`config.mk`:
```
export PLATFORM = sky130hd
export DESIGN_NAME = alu_latency_ctrl
export DESIGN_NICKNAME = d
export VERILOG_FILES = /design/src/rtl/alu_latency_ctrl.sv
export SDC_FILE = /design/constraint.sdc
export NUM_CORES = 1
export LEC_CHECK = 0
export CAP_MARGIN = 20
export CORE_MARGIN = 2
export CORE_UTILIZATION = 46
export CTS_BUF_LIST = sky130_fd_sc_hd__clkbuf_4
export DETAILED_ROUTE_END_ITERATION = 7
export GPL_ROUTABILITY_DRIVEN = 0
export PLACE_DENSITY = 0.92
export SKIP_CTS_REPAIR_TIMING = 1
export SLEW_MARGIN = 20
export SYNTH_ARGS = -nofsm -noshare
export SYNTH_HDL_FRONTEND = slang
export SYNTH_SLANG_ARGS = --single-unit
export TNS_END_PERCENT = 20
```
`constraint.sdc`:
```
create_clock -name clk -period 4.4 [get_ports clk]
set_input_delay 0.88 -clock clk [delete_from_list [all_inputs] [get_ports clk]]
set_output_delay 0.88 -clock clk [all_outputs]
set_load 0.01 [all_outputs]
```
`src/rtl/alu_latency_ctrl.sv`:
```
// Multi-cycle ALU latency controller: stalls execute for LAT(class) cycles, then pulses op_done.
// Define ALU_STALL_PERF_EN to build the saturating stall_cnt performance counter.
module alu_latency_ctrl #(
  parameter int DATA_W      = 32,
  parameter int CNT_W       = 8,
  parameter int NUM_CLASSES = 8,
  parameter logic [NUM_CLASSES*CNT_W-1:0] LAT_TABLE =
    {8'd0, 8'd0, 8'd0, 8'd36, 8'd32, 8'd6, 8'd2, 8'd0},
  localparam int CLS_W = (NUM_CLASSES > 1) ? $clog2(NUM_CLASSES) : 1
) (
  input  logic              clk,
  input  logic              rst,
  input  logic              op_valid,
  input  logic [CLS_W-1:0]  op_class,
  input  logic              flush,
  input  logic [DATA_W-1:0] res_in,
  output logic              stall,
  output logic              op_done,
  output logic [DATA_W-1:0] res_out,
  output logic [CLS_W-1:0]  busy_class,
  output logic [31:0]       stall_cnt
);

  typedef enum logic {IDLE, RUN} state_t;

  state_t             state_q, state_d;
  logic [CNT_W-1:0]   cnt_q, cnt_d;
  logic [CLS_W-1:0]   lcls_q, lcls_d;
  logic [DATA_W-1:0]  res_q, res_d;
  logic [CNT_W-1:0]   lat_tbl [NUM_CLASSES];
  logic [CNT_W-1:0]   lat_in, lat_run;

  for (genvar k = 0; k < NUM_CLASSES; k++) begin : g_lat
    assign lat_tbl[k] = LAT_TABLE[k*CNT_W +: CNT_W];
  end

  assign lat_in  = lat_tbl[op_class];
  assign lat_run = lat_tbl[lcls_q];

  always_comb begin
    state_d = state_q;
    cnt_d   = cnt_q;
    lcls_d  = lcls_q;
    res_d   = res_q;
    stall   = 1'b0;
    op_done = 1'b0;
    if (flush) begin
      state_d = IDLE;
      cnt_d   = '0;
    end else begin
      case (state_q)
        IDLE: begin
          if (op_valid && lat_in != '0) begin
            stall   = 1'b1;
            cnt_d   = CNT_W'(1);
            lcls_d  = op_class;
            state_d = RUN;
          end
        end
        RUN: begin
          // op_valid is ignored here, so the op still present at completion cannot retrigger
          if (cnt_q < lat_run) begin
            stall = 1'b1;
            cnt_d = cnt_q + CNT_W'(1);
          end else begin
            op_done = 1'b1;
            res_d   = res_in;
            cnt_d   = '0;
            state_d = IDLE;
          end
        end
        default: state_d = IDLE;
      endcase
    end
    if (!rst) begin
      stall   = 1'b0;
      op_done = 1'b0;
    end
  end

  always_ff @(posedge clk) begin
    if (!rst) begin
      state_q <= IDLE;
      cnt_q   <= '0;
      lcls_q  <= '0;
      res_q   <= '0;
    end else begin
      state_q <= state_d;
      cnt_q   <= cnt_d;
      lcls_q  <= lcls_d;
      res_q   <= res_d;
    end
  end

  assign res_out    = res_q;
  assign busy_class = (state_q == RUN) ? lcls_q : '0;

`ifdef ALU_STALL_PERF_EN
  logic [31:0] perf_q, perf_d;

  always_comb begin
    perf_d = perf_q;
    if (stall && perf_q != 32'hFFFF_FFFF) perf_d = perf_q + 32'd1;
  end

  always_ff @(posedge clk) begin
    if (!rst) perf_q <= '0;
    else      perf_q <= perf_d;
  end

  assign stall_cnt = perf_q;
`else
  assign stall_cnt = '0;
`endif

endmodule

```
==> metrics, run 1 <==
status completed; grt met2 use 36.4%; worst endpoint required time 3520 ps; fillers 438; n_diodes 0; port buffer count 75; initial antenna violation count 0; total global routing overflow 0; Mapped Cells 262; crit-path cells clkdlybuf4s50_1 -> inv_1 -> ha_1 -> or4_4 -> a31oi_4 -> a211oi_1 -> clkdlybuf4s50_1; total CTS buffers 5; Slew @ Worst Pin 1060 ps; f_max 0.239 GHz; drt wl/cell 13.8 um; DR vias 2014; Post-synth EDFFs 0; vias per cell 5.11; Worst Setup End Kind primary output; layout cells sized above 1 5.20%; min Tclk post-route 4180 ps; ys async rst share 0%; Pleak 0.00107 uW; # DRC 0; Max-Cap Viols 0; Synth Register Bits 44; CTS H-tree lvls 2; IO Pins 108; Die Ht 74.7 um; GR Util All Layers 20.7%; Synth cell types 37; CTS max path bufs 2; type of the tightest min-delay check reg2reg; CTS tree yes; most frequent cells in the layout clkdlybuf4s50_1, dfxtp_1, nand3_1, o21ai_0, conb_1; sequential cell area 881 um^2; DRT Pass-1 Iters 4; CP max FO 9; Worst setup SP type input port; post-route design area 3020 um^2; clock sinks 44; DP Wirelength 3.82 mm; DIE AREA 5580 um^2; delay-heaviest family, CP buffers and inverters; Die X-Extent 74.7 um; most frequent CP cell clkdlybuf4s50_1; global routing usage on met1 23.6%; first-pass GRT wire length 8.94 mm; PD cells 252 nW/um^2; vias in the first global route 1979; clk_lat worst skew 360 ps; Iter 0 DRT Violations 163; met3 GRT Util 6.43%; CP arrival 3300 ps; Setup TNS 0 ps; DRT antenna net count 0; slowest stage cell, crit path clkdlybuf4s50_1; RSZ-0062 raised after global routing false; row cnt 25; sequential area share after synthesis 38.3%; area occupied by multi-input gates 1200 um^2; Avg Synthesized Cell Area 8.78 um^2; crit path buf inv count 3; most common cell after layout, fill and taps aside clkdlybuf4s50_1; Power, Total 760 uW; Setup Skew 8.54 ps; Setup CP Type in2out; Top FF cell, synth dfxtp_1; # nets final 374; area delta synth->final 31.1%; CORE AREA 4790 um^2; VDD IR max 0.179 mV; Initial Util 48.1%; Final setup viols 0; Routed WL 5.45 mm; largest net degree at the start of global routing 41; final hold violations 0; clock-pin slew of the registers on the worst-case setup and hold paths 120 ps; root buf cell clkbuf_4; slew margin rel. 29.1%; CP max stage delay 570 ps; fin. max-slew vios 0; Mapped Area 2300 um^2; GR peak layer met2; Synthesis Warnings 0; dpl cell area 2950 um^2; Final Cycle Share 95.1%
flip-flops by register name, indices dropped and copies added (netlist names):
| name | cells |
|---|---|
| res_out | 32 |
| cnt_q | 8 |
| lcls_q | 3 |
| state_q | 1 |
per-layer routing:
| metal | up-vias | wire (um) | share of wire, % |
|---|---|---|---|
| li1 | 988 | - | - |
| met1 | 947 | 2240 | 41 |
| met2 | 70 | 2810 | 52 |
| met3 | 9 | 322 | 5.9 |
| met4 | 0 | 75 | 1.4 |
| met5 | - | 0 | 0 |
stage by stage:
step / hold slack, ps / util, % / cells / setup slack, ps
finish: 486 / 63.0 / 394 / 217
global placement: 454 / 61.7 / 386 / 344
global route: 507 / 63.0 / 394 / 125
CTS: 490 / 63.0 / 394 / 228
floorplan: 433 / - / 293 / 1430
detailed placement: 472 / 61.7 / 386 / 233
cell families after synthesis:
family,synth area share (%)
buffers and inverters,14.5
and+or+nand+nor,15.7
muxes,2.67
adders and majority gates,4.90
DFF,38.3
other,0.163
AOI/OAI and AO/OA,23.8
synth_stat cells (3+ instances only):
cell	instances	share of area, %
clkbuf_1	16	2.6
nand2_1	7	1.1
buf_4	32	10
nand2b_1	3	0.82
a21boi_0	31	10
ha_1	9	4.9
nand3_1	34	7.4
o21ai_0	32	7.0
a21oi_1	3	0.65
inv_1	5	0.82
nor2_1	7	1.1
nand4_1	3	0.82
nor2b_1	3	0.82
a31oi_1	3	0.82
mux2i_1	5	2.2
dfxtp_1	44	38
power by group:
group          switching, uW  internal (uW)  total [uW]
clock network            131           76.7         208
registers               5.75            405         411
logic                   79.6           61.0         141
total                    217            543         760
final timing paths:
check	slack, ps	start	to	cells after the start
max	220	op_class[0]	stall	7
min	490	res_out[7]	res_out[7]	2
max reg2reg	1700	lcls_q[0]	cnt_q[4]	8
min reg2reg	490	res_out[7]	res_out[7]	2
worst register-to-register path: cells and delay by family, from the launching register on:
| family | cells | cell delay (ps) |
|---|---|---|
| AO/OA/AOI/OAI | 3 | 1400 |
| adder cells (fa/ha/maj) | 2 | 360 |
| buffers and inverters | 1 | 100 |
| flip-flops | 1 | 350 |
| multiplexers | 1 | 90 |
| AND/OR/NAND/NOR | 1 | 320 |
final cells by class:
class,instances,area share [%]
sequential,44,29.2
clock buffer,7,1.74
inverter,5,0.622
clock inverter,1,0.290
timing repair buffer,77,25.4
multi-input combinational,193,40.0
tap,67,2.78
(Power assumes the default switching activity.)
==> run 2: changes to the inputs <==
--- a/config.mk
+++ b/config.mk
@@ -6,7 +6,7 @@
 export NUM_CORES = 1
 export LEC_CHECK = 0
 export CAP_MARGIN = 20
-export CORE_MARGIN = 2
+export CORE_MARGIN = 3
 export CORE_UTILIZATION = 46
 export CTS_BUF_LIST = sky130_fd_sc_hd__clkbuf_4
 export DETAILED_ROUTE_END_ITERATION = 7
==> metrics, run 2 (synthesis results as in run 1) <==
status completed; root buf cell clkbuf_4; drt wl/cell 14.1 um (+1.6%); Worst Setup End Kind primary output; Die X-Extent 76.7 um (+2.7%); DRT Pass-1 Iters 5 (+1); Pleak 0.00108 uW (+0.33%); n_diodes 0 (unchanged); area delta synth->final 31.9%; GR Util All Layers 18.4% (-2.3 points); initial antenna violation count 0 (unchanged); type of the tightest min-delay check reg2reg; DRT antenna net count 0 (unchanged); vias per cell 5.20 (+1.7%); Final Cycle Share 94.1% (-0.93 points); Routed WL 5.54 mm (+1.6%); Pint 592 uW (+9.0%); first-pass GRT wire length 8.91 mm (-0.31%); Comb power frac 17.5% (-1.0 points); Slew @ Worst Pin 1030 ps (-31.5 ps); f_max 0.241 GHz (+0.99%); Die Ht 76.7 um (+2.7%); CP max FO 9 (unchanged); DIE AREA 5880 um^2 (+5.4%); Setup TNS 0 ps (unchanged); IO Pins 108 (unchanged); worst endpoint required time 3520 ps (about the same); Worst Reg2Reg Path Length in Cells 8 (unchanged); most common cell after layout, fill and taps aside clkdlybuf4s50_1; total global routing overflow 0 (unchanged); largest net degree at the start of global routing 41 (unchanged); Reg power frac 51.0% (-3.1 points); min Tclk post-route 4140 ps (-41.0 ps); Setup Skew 10.6 ps (+2.07 ps); # DRC 0 (unchanged); fin. max-slew vios 0 (unchanged); P_sw 214 uW (-1.1%); Hold Path Cell Cnt 2 (unchanged); Iter 0 DRT Violations 179 (+9.8%); Largest register FFs 32 (unchanged); row cnt 25 (unchanged); Initial Util 48.1% (unchanged); Setup CP Type in2out; most frequent cells in the layout clkdlybuf4s50_1, dfxtp_1, nand3_1, o21ai_0, conb_1; total CTS buffers 5 (unchanged); Sw Share 26.6% (-1.9 points); # nets final 374 (unchanged); clock-pin slew of the registers on the worst-case setup and hold paths 130 ps (about the same); CTS H-tree lvls 2 (unchanged); layout cells sized above 1 5.50% (+0.31 points); CP arrival 3260 ps (-40 ps); clock sinks 44 (unchanged); clk_lat worst skew 360 ps (about the same); Worst setup SP type input port; PD cells 266 nW/um^2 (+5.5%); fin util 63.4% (+0.39 points); VDD IR max 0.153 mV (-14%); DP Wirelength 3.85 mm (+0.59%); CTS tree yes; r2r setup slk 1920 ps (+220 ps); Final setup viols 0 (unchanged); CTS max path bufs 2 (unchanged); vias in the first global route 1940 (-2.0%); CORE AREA 4790 um^2 (unchanged); port buffer count 75 (unchanged); clock group share of total power 31.5% (+4.1 points); DR vias 2049 (+1.7%); final hold violations 0 (unchanged); slew margin rel. 31.2% (+2.1 points); RSZ-0062 raised after global routing false; Max-Cap Viols 0 (unchanged)
==> run 2: layer usage <==
layer / wire, um / vias up / track usage [%]
li1: - / 986 / -
met1: 2220 / 974 / 20.7
met2: 2870 / 82 / 32.8
met3: 415 / 7 / 5.99
met4: 34 / 0 / 5.43
met5: 0 / - / 0
==> run 2: area by class of cell <==
class | count | area, um^2
clock buffer | 6 | 45.0
clock inverter | 2 | 35.0
fill | 415 | 1750
inverter | 5 | 18.8
multi-input combinational | 193 | 1200
sequential | 44 | 881
tap | 67 | 83.8
timing repair buffer | 77 | 766
==> run 2: worst max-delay path, cell delays in order <==
cell,delay [ps]
clkdlybuf4s50_1,500
inv_1,80
ha_1,310
or4_4,540
a31oi_4,290
a211oi_1,110
clkdlybuf4s50_1,550
==> run 2: stage by stage <==
stage / worst slack [ps] / std cells / hold slack (ps) / power [uW] / cell area [um^2]
2_1_floorplan: 1430 / 293 / 433 / 520 / 2420
3_3_place_gp: 340 / 386 / 456 / 558 / 2950
3_5_place_dp: 276 / 386 / 468 / 561 / 2950
4_1_cts: 269 / 394 / 489 / 809 / 3030
5_1_grt: 101 / 394 / 511 / 843 / 3030
6_report: 258 / 394 / 485 / 806 / 3030
==> run 2: path summary, 6_finish.rpt <==
| kind | to | from |
|---|---|---|
| hold reg to reg | res_out[31] | res_out[31] |
| hold / removal | res_out[31] | res_out[31] |
| setup / recovery | stall | op_class[0] |
| setup reg to reg | res_out[18] | lcls_q[0] |
==> run 2: power by group through the flow <==
| stage | sequential, uW | clock, uW | combinational [uW] |
|---|---|---|---|
| global placement | 420 | 0 | 139 |
| finish | 411 | 254 | 141 |
| global route | 413 | 276 | 154 |
| CTS | 411 | 257 | 141 |
| floorplan | 421 | 0 | 99.1 |
| detailed placement | 420 | 0 | 141 |
==> RTL edit: new RTL, settings of run 2 <==
`DATA_W`: 32 -> 24.
--- a/src/rtl/alu_latency_ctrl.sv
+++ b/src/rtl/alu_latency_ctrl.sv
@@ -2,5 +2,5 @@
 // Define ALU_STALL_PERF_EN to build the saturating stall_cnt performance counter.
 module alu_latency_ctrl #(
-  parameter int DATA_W      = 32,
+  parameter int DATA_W      = 24,
   parameter int CNT_W       = 8,
   parameter int NUM_CLASSES = 8,
Ports: changed (resized res_in and res_out); port bits go from 108 to 92. The function was not compared with the original's and may differ.
==> RTL edit against run 2 <==
Power shrank 20%; highest routed layer unchanged; non-clock buffer count is 15 lower; via count is 16% lower; synthesized area shrank 13%; final area down 16%; count of clock-buffer cells in the layout fell by 1; synthesized cell count is 14% lower; global-route usage down 0.71 points; worst setup slack improved by 28 ps; routed wire length decreased by 15%; combinational power is 13% lower; sequential cell count shrank 8; critical path depth unchanged.
==> RTL edit: results (changes against run 2) <==
first-pass GRT wire length = 7210 µm (-19%)
worst-margin pin slew = 757.1 ps (-274.9 ps)
Hold Crit Endpoint = cnt_q[6]
dpl ws = 307.9 ps (+31.99 ps)
H-tree depth = 2 (unchanged)
P_seq = 337 µW (-18%)
WHS = 477.0 ps (-7.472 ps)
grt met2 use = 0.3194 (-0.008138)
drt pass-1 iters = 4 (-1)
Fill cells = 343 (-17%)
VDD IR-drop max = 0.1914 mV (+25%)
Post-synth ARST share = 0 (unchanged)
DR vias = 1,712 (-16%)
Synth area leaders = dfxtp_1 (36%), buf_4 (12%), a21boi_0 (7.5%)
vias in the first global route = 1,560 (-20%)
clk slew on worst S/H paths = 110 ps (-20 ps)
xor and xnor area share after synthesis = 0 (unchanged)
Sw Pwr = 196.4 µW (-8.4%)
Synth Area in Adders = 0.05632 (+0.007354)
Placed Cells = 322 (-17%)
DRT met1 WL = 1813 µm (-18%)
Detail Placement HPWL = 3281 µm (-15%)
multiplexer share of the synthesized area = 0.03066 (+0.004004)
status = completed
syn avg cell area = 8.847 µm² (+0.79%)
flip-flop count of the largest register after layout = 24 (-25%)
min-delay src = cnt_q[6]
commonest cells in the netlist = dfxtp_1 (36), buf_4 (32), nand3_1 (27)
Synth Area in Compound Gates = 0.2209 (-0.01686)
layout cell share with drive strength beyond 1 = 0.06786 (+0.01281)
Cell Int Power = 445.7 µW (-25%)
initial drt markers = 77 (-57%)
Netlist cell types = 38 (+2.7%)
GRT busiest layer = met2
final period utilization = 0.9350 (-0.006288)
r2r startpoint = lcls_q[0]
wire length on met3 = 332 µm (-20%)
largest net degree at the start of global routing = 34 (-17%)
reg2reg setup slack = 2000 ps (+80 ps)
Global Route met1 Usage = 0.2070 (-0.0003695)
leakage = 0.0009413 µW (-13%)
number of port buffers = 59 (-21%)
DR WL/cell = 14.22 µm (+1.2%)
global-route usage over all layers = 0.1767 (-0.007083)
Seq/Total Area, Yosys = 0.3605 (-0.02257)
crit path DAT = 3230 ps (-30 ps)
Syn. warnings = 0 (unchanged)
post-layout util = 0.6231 (-0.01090)
Hold Path Class = reg2reg
clock skew = 10.03 ps (-0.5842 ps)
Finished Layout Cells = 330 (-16%)
antenna violations before repair = 0 (unchanged)
CTS Buffer Depth = 2 (unchanged)
metal2 WL = 2483 µm (-13%)
met3 usage = 0.03878 (-0.02108)
r2r endpoint = cnt_q[5]
top sig layer = met4
Placed Area = 2490 µm² (-16%)
clock share of power = 0.285 (-0.030)
[RTL edit: changes by cell type after synthesis, moves of 3 or more]
cell / change
a21boi_0: -11
a21boi_1: +3
clkbuf_1: -7
dfxtp_1: -8
nand3_1: -7
o21ai_0: -8
[RTL edit: worst max-delay path by stage]
stage | start | to | depth (start not counted)
2_1_floorplan | op_class[0] | stall | 5
3_3_place_gp | op_class[0] | stall | 7
3_5_place_dp | op_class[0] | stall | 7
4_1_cts | op_class[0] | stall | 7
5_1_grt | op_class[1] | stall | 7
6_report | op_class[0] | stall | 7
[RTL edit: area by class of cell]
type,instances,share of cell area
Sequential cell,36,0.2830
Clock buffer,5,0.01474
Clock inverter,3,0.007371
Timing Repair Buffer,62,0.2408
Multi-Input combinational cell,169,0.4221
Inverter,5,0.007371
Tap cell,50,0.02457
[RTL edit: critical path, stage by stage]
cell and delay (ps):
clkdlybuf4s50_1 500, inv_1 70, ha_1 300, or4_4 530
a31oi_4 300, a211oi_1 120, clkdlybuf4s50_1 520
